**src/rtl/mul_accum_if.sv**
```systemverilog
// Stream bundle between the product source, the group accumulator and the
// consumer of completed sums.
interface mul_accum_if #(
  parameter int N     = 4,
  parameter int ACC_W = 2 * N + 2
);
  logic             flush;
  logic             in_valid;
  logic             in_ready;
  logic [2*N-1:0]   in_prod;
  logic             out_valid;
  logic             out_ready;
  logic [ACC_W-1:0] out_sum;
  logic             out_ovf;

  modport master (
    output flush, in_valid, in_prod, out_ready,
    input  in_ready, out_valid, out_sum, out_ovf
  );

  modport slave (
    input  flush, in_valid, in_prod, out_ready,
    output in_ready, out_valid, out_sum, out_ovf
  );
endinterface

```
**src/rtl/mul_accum.sv**
```systemverilog
// Sums each group of LEN unsigned products and presents the total through a
// one-entry valid/ready output buffer; accumulation of the next group overlaps.
module mul_accum #(
  parameter int N     = 4,
  parameter int LEN   = 4,
  parameter int ACC_W = 2 * N + 2
) (
  input  logic         clk,
  input  logic         rst,
  mul_accum_if.slave   bus
);

  localparam int                CNT_W    = (LEN > 1) ? $clog2(LEN) : 1;
  localparam logic [CNT_W-1:0]  CNT_LAST = CNT_W'(LEN - 1);

  typedef enum logic {BUF_EMPTY, BUF_FULL} buf_state_t;

  buf_state_t       state_q, state_d;
  logic [ACC_W-1:0] acc_q, acc_d;
  logic [CNT_W-1:0] cnt_q, cnt_d;
  logic             ovf_acc_q, ovf_acc_d;
  logic [ACC_W-1:0] sum_q, sum_d;
  logic             ovf_q, ovf_d;

  logic [ACC_W:0]   sum_ext;
  logic             carry;
  logic             last;
  logic             in_beat;
  logic             out_beat;
  logic             complete;

  // One extra bit captures the carry out of the accumulator width.
  assign sum_ext  = {1'b0, acc_q} + (ACC_W + 1)'(bus.in_prod);
  assign carry    = sum_ext[ACC_W];
  assign last     = (cnt_q == CNT_LAST);
  assign in_beat  = bus.in_valid && bus.in_ready;
  assign out_beat = (state_q == BUF_FULL) && bus.out_ready;
  assign complete = in_beat && last && !bus.flush;

  always_ff @(posedge clk or posedge rst) begin
    if (rst) begin
      state_q   <= BUF_EMPTY;
      acc_q     <= '0;
      cnt_q     <= '0;
      ovf_acc_q <= 1'b0;
      sum_q     <= '0;
      ovf_q     <= 1'b0;
    end else begin
      state_q   <= state_d;
      acc_q     <= acc_d;
      cnt_q     <= cnt_d;
      ovf_acc_q <= ovf_acc_d;
      sum_q     <= sum_d;
      ovf_q     <= ovf_d;
    end
  end

  always_comb begin
    state_d   = state_q;
    acc_d     = acc_q;
    cnt_d     = cnt_q;
    ovf_acc_d = ovf_acc_q;
    sum_d     = sum_q;
    ovf_d     = ovf_q;

    case (state_q)
      BUF_EMPTY: if (complete) state_d = BUF_FULL;
      BUF_FULL:  if (out_beat && !complete) state_d = BUF_EMPTY;
      default:   state_d = BUF_EMPTY;
    endcase

    // flush wins over any beat in the same cycle, including a completing one.
    if (bus.flush) begin
      acc_d     = '0;
      cnt_d     = '0;
      ovf_acc_d = 1'b0;
    end else if (in_beat) begin
      if (last) begin
        acc_d     = '0;
        cnt_d     = '0;
        ovf_acc_d = 1'b0;
        sum_d     = sum_ext[ACC_W-1:0];
        ovf_d     = ovf_acc_q | carry;
      end else begin
        acc_d     = sum_ext[ACC_W-1:0];
        cnt_d     = cnt_q + 1'b1;
        ovf_acc_d = ovf_acc_q | carry;
      end
    end
  end

  // Only the group's final beat can stall: it needs the output buffer.
  always_comb begin
    bus.out_valid = (state_q == BUF_FULL);
    bus.in_ready  = !(last && (state_q == BUF_FULL) && !bus.out_ready);
    bus.out_sum   = sum_q;
    bus.out_ovf   = ovf_q;
  end

endmodule

```
**src/flat_wrapper.sv**
```systemverilog
// flat-port wrapper written by rule: the top's interface ports become plain ports
module mul_accum_flat 
#(
  parameter int N     = 4,
  parameter int LEN   = 4,
  parameter int ACC_W = 2 * N + 2
)
  (clk, rst, bus_flush, bus_in_valid, bus_in_prod, bus_out_ready, bus_in_ready, bus_out_valid, bus_out_sum, bus_out_ovf);
  mul_accum_if #(.N(N), .ACC_W(ACC_W)) bus_i ();
  input  logic clk;
  input  logic rst;
  input wire logic [$bits(bus_i.flush)-1:0] bus_flush;
  input wire logic [$bits(bus_i.in_valid)-1:0] bus_in_valid;
  input wire logic [$bits(bus_i.in_prod)-1:0] bus_in_prod;
  input wire logic [$bits(bus_i.out_ready)-1:0] bus_out_ready;
  output wire logic [$bits(bus_i.in_ready)-1:0] bus_in_ready;
  output wire logic [$bits(bus_i.out_valid)-1:0] bus_out_valid;
  output wire logic [$bits(bus_i.out_sum)-1:0] bus_out_sum;
  output wire logic [$bits(bus_i.out_ovf)-1:0] bus_out_ovf;
  assign bus_i.flush = bus_flush;
  assign bus_i.in_valid = bus_in_valid;
  assign bus_i.in_prod = bus_in_prod;
  assign bus_i.out_ready = bus_out_ready;
  assign bus_in_ready = bus_i.in_ready;
  assign bus_out_valid = bus_i.out_valid;
  assign bus_out_sum = bus_i.out_sum;
  assign bus_out_ovf = bus_i.out_ovf;
  mul_accum #(.N(N), .LEN(LEN), .ACC_W(ACC_W)) u_core (.clk(clk), .rst(rst), .bus(bus_i));
endmodule
```
**config.mk**
```make
export PLATFORM = sky130hd
export DESIGN_NAME = mul_accum_flat
export DESIGN_NICKNAME = d
export VERILOG_FILES = /design/src/rtl/mul_accum_if.sv /design/src/rtl/mul_accum.sv /design/src/flat_wrapper.sv
export SDC_FILE = /design/constraint.sdc
export NUM_CORES = 1
export LEC_CHECK = 0
export ABC_AREA = 1
export BUFFER_PORTS_ARGS = -buffer_cell sky130_fd_sc_hd__buf_2
export CORE_MARGIN = 4
export CORE_UTILIZATION = 55
export DETAILED_ROUTE_END_ITERATION = 6
export PLACE_DENSITY = 0.79
export REMOVE_ABC_BUFFERS = 1
export SLEW_MARGIN = 30
export SYNTH_ARGS = -nofsm -noshare
export SYNTH_HDL_FRONTEND = slang
export SYNTH_SLANG_ARGS = --single-unit
export TNS_END_PERCENT = 50
```
**constraint.sdc**
```tcl
create_clock -name clk -period 1.8 [get_ports clk]
set_input_delay 0.09 -clock clk [delete_from_list [all_inputs] [get_ports clk]]
set_output_delay 0.09 -clock clk [all_outputs]
set_load 0.1 [all_outputs]
```
After elaboration in Yosys (flattened, before gate mapping)
Cells that the tools add are included.
Cells by class
  bitwise operators: 3
  multipliers: 0
  divide/modulo/power cells: 0
  eq/ne operators: 1
  shift-type cells: 0
  add/sub/neg operators: 2
  multiplexer cells: 12
  reduce and logical (&&, ||, !) cells: 13
  order comparisons: 0
Operator list (number)
  $mux W10: 3
  $add A10 B8 Y11: 1
  $logic_and A1 B1 Y1: 7
  $mux W2: 3
  $mux W1: 5
  $logic_not A1 Y1: 4
  $reduce_and A3 Y1: 1
  $add A2 B1 Y2 const B: 1
  $eq A2 B2 Y1 const B: 1
  $not A1 Y1: 2
  $pmux W1 S2: 1
  $reduce_bool A2 Y1: 1
  $or A1 B1 Y1: 1
Storage, ports and cells
  output and inout port bits: 13
  memories: 0
  latch bits: 0
  word-level logic and storage cells: 37
  bits in read-only memories: 0
  bits in writable memories: 0
  flip-flop bits (word level): 25

Longest topological paths before layout
Gate-level depths: netlist of the first run.
  depth in word-level cells: 11
  mapped depth: 10

Worst setup path before layout of the first run
No wires, ideal clock.
  path kind: register to register
  start: register u_core.state_q, in the netlist u_core.bus.out_valid
  end: register u_core.ovf_q, in the netlist u_core.bus.out_ovf
  buffers on the path: 1
  setup slack: -0.557 ns
  arrival: 2.290 ns
  clock period less this slack: 2.357 ns
  cell stages (with the launch flop): 8
  cells stage by stage: dfrtp_1 > nand3_2 > nand2_2 > nor2_4 > nand2_4 > buf_8 > nand2_1 > nand2_1
Between the ends
  word-level cells in the longest chain between the ends: 5
RTL lines
  start: declaration: RTL line mul_accum.sv:18  | buf_state_t state_q, state_d;
  start signal: assignment: RTL line mul_accum.sv:49  | state_q <= state_d;
  $logic_and A1 B1 Y1 (2 in a row): RTL line mul_accum.sv:95  | bus.in_ready = !(last && (state_q == BUF_FULL) && !bus.out_ready);
  $logic_not A1 Y1: RTL line mul_accum.sv:95
  via bus_in_ready: RTL line flat_wrapper.sv:16  | output wire logic [$bits(bus_i.in_ready)-1:0] bus_in_ready;
  $logic_and A1 B1 Y1: RTL line mul_accum.sv:36  | assign in_beat = bus.in_valid && bus.in_ready;
  $reduce_and A3 Y1 (no source line)
  end signal: assignment: RTL line mul_accum.sv:54  | ovf_q <= ovf_d;
  end: declaration: RTL line mul_accum.sv:23  | logic ovf_q, ovf_d;
The timed path passes the listed nets, and every way through them passes these cells.
A chain may end at the register's enable or synchronous reset.

Worst setup path after layout of the first run
  start: register u_core.acc_q[0]
  end: register u_core.ovf_q, in the netlist u_core.bus.out_ovf
Between the ends
  word-level cells in the longest chain between the ends: 2
RTL lines
  start: declaration: RTL line mul_accum.sv:19  | logic [ACC_W-1:0] acc_q, acc_d;
  start signal: assignment: RTL line mul_accum.sv:43  | acc_q <= '0;
  start signal: assignment: RTL line mul_accum.sv:50  | acc_q <= acc_d;
  $add A10 B8 Y11: RTL line mul_accum.sv:33  | assign sum_ext = {1'b0, acc_q} + (ACC_W + 1)'(bus.in_prod);
  $or A1 B1 Y1: RTL line mul_accum.sv:83  | ovf_d = ovf_acc_q | carry;
No other way between the ends.

==> impl_metrics.yaml, run 1 <==
run_status:
  status: "finished, final reports clean"
clocking:
  cts-root-buf: "clkbuf_4"
  cts_max_level: 1
  numCtsBuffers: 3
  cts_tree: "done"
  cts.sink_count: 25
  clk_latency_ns: 0.31
  clkTransAtPathRegs_ns: 0.14
  cts_buffer_depth: 2
global_routing:
  grt_overflow: 0
  grt_max_degree: 26
  grt_usage_pct: 19.3
  grt_pass1_wl_um: 5280
  antenna_found_initial: 0
  grt_pass1_vias: 1244
synth:
  async_flop_share_pct: 100
  yosysTopAreaCell: "dfrtp_1"
  synth_top_area_share_pct: 42.7
  synth-edff-count: 0
  syn_avg_cell_area_um2: 7.96
  synth-seq-cells: 25
  ys.flop_type: "dfrtp_1"
  syn_area_mm2: 0.00147
  yosysSeqAreaShare_pct: 42.7
  ys_warn_count: 0
  synth.distinct_cells: 25
  syn_inst: 184
  yosys-top-cells-area: "dfrtp_1 43%, nand2_1 18%, ha_1 7.7%"
  synth_common_cells: "70 x nand2_1, 25 x dfrtp_1, 22 x inv_1"
  synth_most_common_cell: "nand2_1"
detailed_routing:
  vias: 1247
  postRouteAntennaNets: 0
  finalWirelength_um: 3020
  viasPerCell: 5.11
  wl_per_cell_um: 12.4
  drt_iter0_drc: 33
  detail_route.first_pass.iterations: 7
  drc: 0
critical_path:
  crit_top_cell: "nand2_1"
  start_kind: "flip-flop"
  cp_max_fo: 3
  crit_chain: "ha_2 > fa_2 > nand2_1 > nand3_2 > nand4_1 > nand2_1 > nand2_1 > nand2_1 > nand2_1 > nand2_1"
  cp.required_ns: 2.02
  crit_arrival_ns: 1.92
  crit_path_max_incr_delay_ns: 0.41
  critical_path_class: "flip-flop to flip-flop"
  slowest_stage: "dfrtp_1"
  timing.rr.start: "u_core.acc_q[0]"
  end_kind: "flip-flop"
  critical_path.startpoint: "u_core.acc_q[0]"
timing:
  maxSlewViolCount: 0
  setup_viol: 0
  timing.fmax_mhz: 588
  finalClockSkew_ns: 0.00208
  fin_tns_setup_ns: 0
  timing.final.ws_setup_ns: 0.0987
  rsz0062_at_grt: "yes"
  final_hold_viol_count: 0
  fin_crit_sh_pct: 94.5
  tightest_slew_ns: 0.499
  slew_headroom_pct: 67.0
  period_needed_ns: 1.70
floorplanning:
  coreArea_mm2: 0.00250
  num_io_pins: 26
  floorplan.initialDensity_pct: 58.6
  die_x_um: 59.6
  die_h_um: 59.6
  die_area_mm2: 0.00355
  row_count: 18
pwr:
  seqPwrFrac_pct: 42.0
  switching_power_mw: 0.725
  cellPowerDensity_mw_per_mm2: 956
  combPwrFrac_pct: 41.9
  p_leak_nw: 1.00
  p_int_mw: 0.865
  sw_frac_of_total_pct: 45.6
  peakVddDrop_uv: 737
  report.power.total_mw: 1.59
  clkPwrFrac_pct: 16.1
finish:
  area.growth.synth_to_final_pct: 13.5
  finalNetCount: 238
  num-fill-cells: 214
  layout-drive-gt1-share_pct: 20.1
  final_cells: 244
  num_antenna_cells: 0
hold_path:
  hp-class: "input port to flip-flop"
  hold_path.startpoint: "bus_out_ready"
placed_design:
  dp_cells: 238
  hpwl_um: 2290
  routabilityCongestion: 0.897
  portBuffers: 25
  dpl_worst_slack_ns: 0.0484
flow_run:
  maxCapViolCount: 0
-- registers in the layout (all words and copies together) (netlist names) --
register and cells:
u_core.ovf_acc_q 1, u_core.bus.out_valid 1, u_core.bus.out_ovf 1, u_core.acc_q 10, u_core.cnt_q 2, u_core.bus.out_sum 10
-- kinds of logic after synthesis --
group                    Yosys count  synth area share (%)
flip-flops                        25                  42.7
adder cells (fa/ha/maj)           10                  9.05
AND/OR/NAND/NOR                  102                  30.8
AO/OA/AOI/OAI                     18                  7.69
XOR/XNOR                           3                  1.79
buffers and inverters             26                  7.94
-- layer usage --
metal	up-vias	track usage [%]	routed length, um
li1	643	-	-
met1	577	26.4	1410
met2	25	32.0	1470
met3	2	3.05	123
met4	0	4.43	18
met5	-	0	0
-- metrics by stage --
step	hold WS, ns	utilization [%]	area [um^2]
finish	0.0262	66.5	1660
global route	0.0398	66.5	1660
CTS	0.0326	65.8	1650
detailed placement	0.165	64.4	1610
global placement	0.149	64.4	1610
floorplan	0.117	-	1440
-- what timing repair did --
action | CTS | global route
resized for setup | 0 | 4
hold buffers | 1 | 0
setup endpoints to repair | 0 | 7
setup buffers | 0 | 1
endpoints found under the hold margin | 25 | 0
-- power groups by stage --
stage / Clock (mW) / Combinational, mW / Sequential, mW
after detailed placement: 0 / 0.660 / 0.679
final: 0.257 / 0.666 / 0.667
after CTS: 0.258 / 0.664 / 0.668
after global placement: 0 / 0.652 / 0.675
after global routing: 0.284 / 0.721 / 0.677
after floorplan: 0 / 0.244 / 0.972
-- final cells by class --
cell class              instances  area [um^2]  area share, %
repair buffers                 28          150           9.03
flip-flops and latches         25          626           37.6
multi-input cells             133          733           44.1
inverters                      24         90.1           5.42
clock buffers                   4         26.3           1.58
well taps                      30         37.5           2.26
-- critical path: cells and delay by family, from the launching register on --
kind | cells | cell delay [ns]
flip-flops | 1 | 0.41
adder cells (fa/ha/maj) | 2 | 0.55
AND/OR/NAND/NOR | 8 | 0.66
-- placed cells by master (no fill, tap or decap) --
| cell | instances |
|---|---|
| nand2_1 | 70 |
| buf_2 | 25 |
| dfrtp_1 | 25 |
| inv_1 | 22 |
| nand3_1 | 16 |
| o21ai_0 | 8 |
| ha_1 | 8 |
| nor2_1 | 5 |
| o21ai_2 | 3 |
| xor2_1 | 3 |
| nand3b_1 | 3 |
| clkbuf_4 | 3 |
| nand3_2 | 2 |
| nand2_4 | 2 |
| inv_2 | 2 |
| a21oi_1 | 2 |
| nand4_1 | 2 |
| a21boi_1 | 2 |
| buf_4 | 2 |
| nand2_2 | 1 |
| nor2_4 | 1 |
| o21bai_1 | 1 |
| o21ai_1 | 1 |
| a22o_1 | 1 |
| fa_2 | 1 |
| ha_2 | 1 |
| clkbuf_1 | 1 |
| dlygate4sd3_1 | 1 |
-- worst paths after layout --
check                                              to  slack [ns]  cells past startpoint
max in group asynchronous             u_core.acc_q[8]        1.19                      4
worst min-delay path             u_core.bus.out_valid        0.03                      4
min in group asynchronous             u_core.cnt_q[0]        0.37                      4
worst max-delay path               u_core.bus.out_ovf         0.1                     10
worst max register to register     u_core.bus.out_ovf         0.1                     10
worst min register to register  u_core.bus.out_sum[5]        0.49                      2
Power figures use the tool's default switching activity.
==> run 2: changes to the inputs <==
--- a/config.mk
+++ b/config.mk
@@ -6,11 +6,11 @@
 export NUM_CORES = 1
 export LEC_CHECK = 0
 export ABC_AREA = 1
-export BUFFER_PORTS_ARGS = -buffer_cell sky130_fd_sc_hd__buf_2
 export CORE_MARGIN = 4
-export CORE_UTILIZATION = 55
+export CORE_UTILIZATION = 62
 export DETAILED_ROUTE_END_ITERATION = 6
-export PLACE_DENSITY = 0.79
+export DONT_BUFFER_PORTS = 1
+export PLACE_DENSITY = 0.78
 export REMOVE_ABC_BUFFERS = 1
 export SLEW_MARGIN = 30
 export SYNTH_ARGS = -nofsm -noshare
==> constraint.sdc (replaced) <==
create_clock -name clk -period 1.9 [get_ports clk]
set_input_delay 0.095 -clock clk [delete_from_list [all_inputs] [get_ports clk]]
set_output_delay 0.095 -clock clk [all_outputs]
set_load 0.1 [all_outputs]
==> run 2 against run 1 <==
Compared with the run above:
- first-iteration DRC count rose by 12%
- global-route usage rose by 1.1 points
- fmax shrank 2.8%
- utilization grew 7.9 points
- sequential cell count is the same
- via count down 0.88%
- critical endpoint is now u_core.acc_q[8]
- highest routed layer unchanged
==> impl_metrics.yaml, run 2 (synthesized netlist as in run 1, its figures left out) <==
finish:
  post-route-util_pct: 74.4
  num-fill-cells: 177
  finalNetCount: 229
  area.growth.synth_to_final_pct: 13.4
  fin_area_mm2: 0.00166
  mostFrequentLayoutCell: "nand2_1"
  layout-drive-gt1-share_pct: 16.1
  final_cell_mix: "69 x nand2_1, 25 x dfrtp_1, 22 x inv_1"
  num_antenna_cells: 0
global_routing:
  grt_usage_pct: 20.4
  antenna_found_initial: 0
  grt_pass1_vias: 1182
  grt_overflow: 0
  grt_max_degree: 26
  grt_pass1_wl_um: 5200
critical_path:
  start_kind: "flip-flop"
  cp_max_fo: 3
  r2r_end: "u_core.acc_q[8]"
  cp-endpoint: "u_core.acc_q[8]"
  cp.depth: 9
  regToRegSetupSlack_ns: 0.15
  end_kind: "flip-flop"
  cp.required_ns: 2.13
  critical_path_class: "flip-flop to flip-flop"
  cp_num_buf_inv: 1
  crit_top_cell: "nand2_1"
  critical_path.startpoint: "u_core.acc_q[0]"
  crit_arrival_ns: 1.98
  crit_family: "adder cells"
  reg2regPathDepth: 9
  slowest_stage: "dfrtp_1"
  crit_path_max_incr_delay_ns: 0.42
  timing.rr.start: "u_core.acc_q[0]"
  crit_chain: "ha_1 > fa_2 > nand2_1 > nand3_2 > nand4_1 > buf_4 > nand3b_1 > nand3_1 > nand2_1"
floorplanning:
  row_count: 17
  die_h_um: 56.6
  die_area_mm2: 0.00320
  die_x_um: 56.6
  floorplan.initialDensity_pct: 65.6
  coreArea_mm2: 0.00223
  num_io_pins: 26
detailed_routing:
  finalWirelength_um: 3010
  drc: 0
  viasPerCell: 5.30
  vias: 1236
  drt_iter0_drc: 37
  detail_route.first_pass.iterations: 4
  postRouteAntennaNets: 0
  wl_per_cell_um: 12.9
timing:
  tightest_slew_ns: 0.321
  finalClockSkew_ns: 0.00261
  fin_crit_sh_pct: 92.2
  maxSlewViolCount: 0
  slew_headroom_pct: 78.6
  final_hold_viol_count: 0
  rsz0062_at_grt: "no"
  fin_tns_setup_ns: 0
  setup_viol: 0
  timing.final.ws_setup_ns: 0.149
  timing.fmax_mhz: 571
  period_needed_ns: 1.75
clocking:
  cts_buffer_depth: 2
  cts-root-buf: "clkbuf_4"
  cts.sink_count: 25
  numCtsBuffers: 3
  cts_max_level: 1
  clkTransAtPathRegs_ns: 0.14
  clk_latency_ns: 0.32
  cts_tree: "done"
placed_design:
  dpl_worst_slack_ns: 0.144
  placed_area_mm2: 0.00158
  hpwl_um: 2260
  portBuffers: 0
  routabilityCongestion: 0.894
flow_run:
  maxCapViolCount: 0
pwr:
  cellPowerDensity_mw_per_mm2: 916
  report.power.total_mw: 1.52
  peakVddDrop_uv: 628
  p_leak_nw: 0.976
run_status:
  status: "finished, final reports clean"
hold_path:
  hp-class: "input port to flip-flop"
  hold_depth: 4
## run 2: worst min path at each step
stage	start	end
floorplan	rst	u_core.acc_q[0]
global placement	rst	u_core.bus.out_valid
detailed placement	rst	u_core.ovf_acc_q
CTS	bus_in_prod[0]	u_core.bus.out_sum[0]
global route	bus_in_prod[0]	u_core.bus.out_sum[0]
finish	bus_flush	u_core.ovf_acc_q
## run 2: report_power, final
part	leakage, nW	internal [mW]	switching (mW)
clock	0.0177	0.0789	0.167
sequential	0.338	0.595	0.0332
combinational	0.620	0.159	0.489
total	0.976	0.834	0.689
## run 2: final cells by class
cell class	instances	area, um^2	area share [%]
clock inverter	1	5.00	0.301
sequential	25	626	37.7
inverter	24	90.1	5.42
clock buffer	3	22.5	1.36
timing repair buffer	19	150	9.04
multi-input combinational	133	733	44.1
tap	28	35.0	2.11
## run 2: through the flow
step	hold slack [ns]	cells
after floorplan	0.122	182
after global placement	0.0527	224
after detailed placement	0.0574	224
after CTS	0.0646	231
after global routing	0.0715	233
final	0.0739	233
## run 2: routing by layer
| layer | vias up | share of wire, % | track usage [%] |
|---|---|---|---|
| met2 | 32 | 48 | 34.8 |
| met1 | 570 | 45 | 26.5 |
| li1 | 628 | - | - |
| met5 | - | 0 | 0 |
| met4 | 0 | 1.4 | 5.42 |
| met3 | 6 | 5.6 | 3.45 |
## run 2: worst min-delay path: cells and delay by family
kind,cells,cell delay (ns)
buffers and inverters,1,0.02
AO/OA/AOI/OAI,2,0.17
AND/OR/NAND/NOR,1,0.09
## run 2: what timing repair did
item                       4_1_cts  5_1_grt
setup endpoints to repair        0        1
gates resized for setup          0        3
hold endpoints to repair        27        0
setup buffers                    0        2
hold buffers                     3        0
==> run 3: changes to the inputs <==
--- a/config.mk
+++ b/config.mk
@@ -6,6 +6,7 @@
 export NUM_CORES = 1
 export LEC_CHECK = 0
 export ABC_AREA = 1
+export CORE_ASPECT_RATIO = 0.8
 export CORE_MARGIN = 4
 export CORE_UTILIZATION = 62
 export DETAILED_ROUTE_END_ITERATION = 6
==> constraint.sdc (replaced) <==
create_clock -name clk -period 1.9 [get_ports clk]
set_input_delay 0.095 -clock clk [delete_from_list [all_inputs] [get_ports clk]]
set_output_delay 0.095 -clock clk [all_outputs]
set_load 0.05 [all_outputs]
==> run 3 against run 2 <==
Compared with the run above:
- non-clock buffer count fell by 14
- fmax rose by 0.91%
- register-to-register slack improved by 0.02 ns
- highest routed layer unchanged
- power fell by 15%
- utilization fell by 4.1 points
- critical path depth rose by 1
- largest power group is now registers
==> impl_metrics.yaml, run 3 (synthesized netlist as in run 1, its figures left out) <==
pwr:
  cellPowerDensity_mw_per_mm2: 839
  clkPwrFrac_pct: 18.2
  p_int_mw: 0.779
  p_leak_nw: 0.897
  sw_frac_of_total_pct: 39.8
  switching_power_mw: 0.516
  seqPwrFrac_pct: 59.8
  peakVddDrop_uv: 632
  combPwrFrac_pct: 22.0
clocking:
  cts_max_level: 1
  clk_latency_ns: 0.32
  cts_tree: "done"
  cts.sink_count: 25
  cts-root-buf: "clkbuf_4"
  cts_setup_buffers: 0
  numCtsBuffers: 3
  cts_buffer_depth: 2
  clkTransAtPathRegs_ns: 0.14
critical_path:
  timing.rr.start: "u_core.acc_q[0]"
  r2r_end: "u_core.bus.out_ovf"
  end_kind: "flip-flop"
  slowest_stage: "dfrtp_1"
  regToRegSetupSlack_ns: 0.16
  cp_max_fo: 3
  crit_chain: "ha_1 > fa_2 > nand2_1 > nand3_1 > nand4_1 > nand2_1 > nand2_1 > nand2_1 > nand2_1 > nand2_1"
  critical_path_class: "flip-flop to flip-flop"
  crit_path_max_incr_delay_ns: 0.40
  crit_top_cell: "nand2_1"
  start_kind: "flip-flop"
  reg2regPathDepth: 10
  crit_arrival_ns: 1.96
  cp.required_ns: 2.12
placed_design:
  portBuffers: 0
  hpwl_um: 2120
  routabilityCongestion: 0.892
global_routing:
  grt_usage_pct: 19.5
  grt_pass1_wl_um: 5010
  grt_max_degree: 26
  grt_pass1_vias: 1138
  grt_overflow: 0
  antenna_found_initial: 0
hold_path:
  hold_depth: 3
  hold_end: "u_core.acc_q[3]"
  hold_path.startpoint: "bus_flush"
  hp-class: "input port to flip-flop"
timing:
  timing.fmax_mhz: 576
  finalClockSkew_ns: 0.00672
  rsz0062_at_grt: "no"
  slew_headroom_pct: 68.0
  fin_crit_sh_pct: 91.3
  maxSlewViolCount: 0
  fin_tns_setup_ns: 0
  final_hold_viol_count: 0
  tightest_slew_ns: 0.481
  period_needed_ns: 1.74
  setup_viol: 0
finish:
  final_cell_mix: "70 x nand2_1, 25 x dfrtp_1, 22 x inv_1"
  finalNetCount: 215
  num-fill-cells: 173
  mostFrequentLayoutCell: "nand2_1"
  num_antenna_cells: 0
  post-route-util_pct: 70.3
  area.growth.synth_to_final_pct: 5.29
  layout-drive-gt1-share_pct: 9.42
detailed_routing:
  viasPerCell: 5.38
  wl_per_cell_um: 12.9
  detail_route.first_pass.iterations: 4
  postRouteAntennaNets: 0
  finalWirelength_um: 2790
  vias: 1161
  drc: 0
  drt_iter0_drc: 42
floorplanning:
  coreArea_mm2: 0.00220
  row_count: 15
  num_io_pins: 26
  floorplan.initialDensity_pct: 66.7
  die_area_mm2: 0.00321
  die_x_um: 62.4
  die_h_um: 51.5
flow_run:
  maxCapViolCount: 0
run_status:
  status: "finished, final reports clean"
## run 3: cell count changes in the layout (fill, tap and decap cells not counted)
cell | previous run | this run
nand3_2 | 2 | 1
nand2_2 | 2 | 1
nand3_1 | 16 | 17
dlygate4sd3_1 | 3 | 2
buf_4 | 16 | 3
nand2_1 | 69 | 70
## run 3: repair_timing
item | CTS | global route
hold endpoints to repair | 26 | 0
hold buffers | 2 | 0
endpoints found under the setup margin | 0 | 1
resized for setup | 0 | 1
## run 3: how the worst max path moves through the flow
stage          cells after the start  slack (ns)                     to                 start
3_3_place_gp                      10        0.23     u_core.bus.out_ovf       u_core.acc_q[0]
5_1_grt                           10        0.04     u_core.bus.out_ovf       u_core.acc_q[0]
3_5_place_dp                      10        0.15     u_core.bus.out_ovf       u_core.acc_q[0]
2_1_floorplan                      7        0.19  u_core.bus.out_sum[9]  u_core.bus.out_valid
6_report                          10        0.16     u_core.bus.out_ovf       u_core.acc_q[0]
4_1_cts                           10        0.12     u_core.bus.out_ovf       u_core.acc_q[0]
## run 3: through the flow
step                instances  hold slack, ns  instance area (um^2)  total power [mW]  worst slack [ns]
floorplan                 182           0.122                  1440              1.01             0.191
global placement          210          0.0492                  1490              1.06             0.227
detailed placement        210          0.0571                  1490              1.06             0.146
CTS                       216          0.0104                  1540              1.31             0.121
global route              216         0.00201                  1540              1.40            0.0399
finish                    216          0.0261                  1540              1.29             0.165
## run 3: routing by layer
metal	track usage (%)	wire, um	up-vias
li1	-	-	605
met1	27.0	1360	523
met2	30.9	1230	31
met3	5.93	191	2
met4	3.18	10	0
met5	0	0	-
## run 3: area by class of cell
class | instances | area [um^2] | share of cell area (%)
clock inverters | 1 | 5.00 | 0.324
clock buffers | 3 | 22.5 | 1.46
well taps | 25 | 31.3 | 2.03
multi-input cells | 133 | 726 | 47.0
repair buffers | 5 | 42.5 | 2.76
flip-flops and latches | 25 | 626 | 40.6
inverters | 24 | 90.1 | 5.84
## run 3: power groups by stage
stage               combinational [mW]  clock, mW  sequential, mW
floorplan                        0.230          0           0.775
global placement                 0.272          0           0.783
detailed placement               0.279          0           0.786
CTS                              0.283      0.248           0.775
global route                     0.334      0.277           0.784
finish                           0.284      0.236           0.774
## run 3: worst max-delay path: cells and delay by family, from the launching register on
| family | cells | cell delay [ns] |
|---|---|---|
| flip-flops | 1 | 0.40 |
| adder cells (fa/ha/maj) | 2 | 0.59 |
| AND/OR/NAND/NOR | 8 | 0.65 |
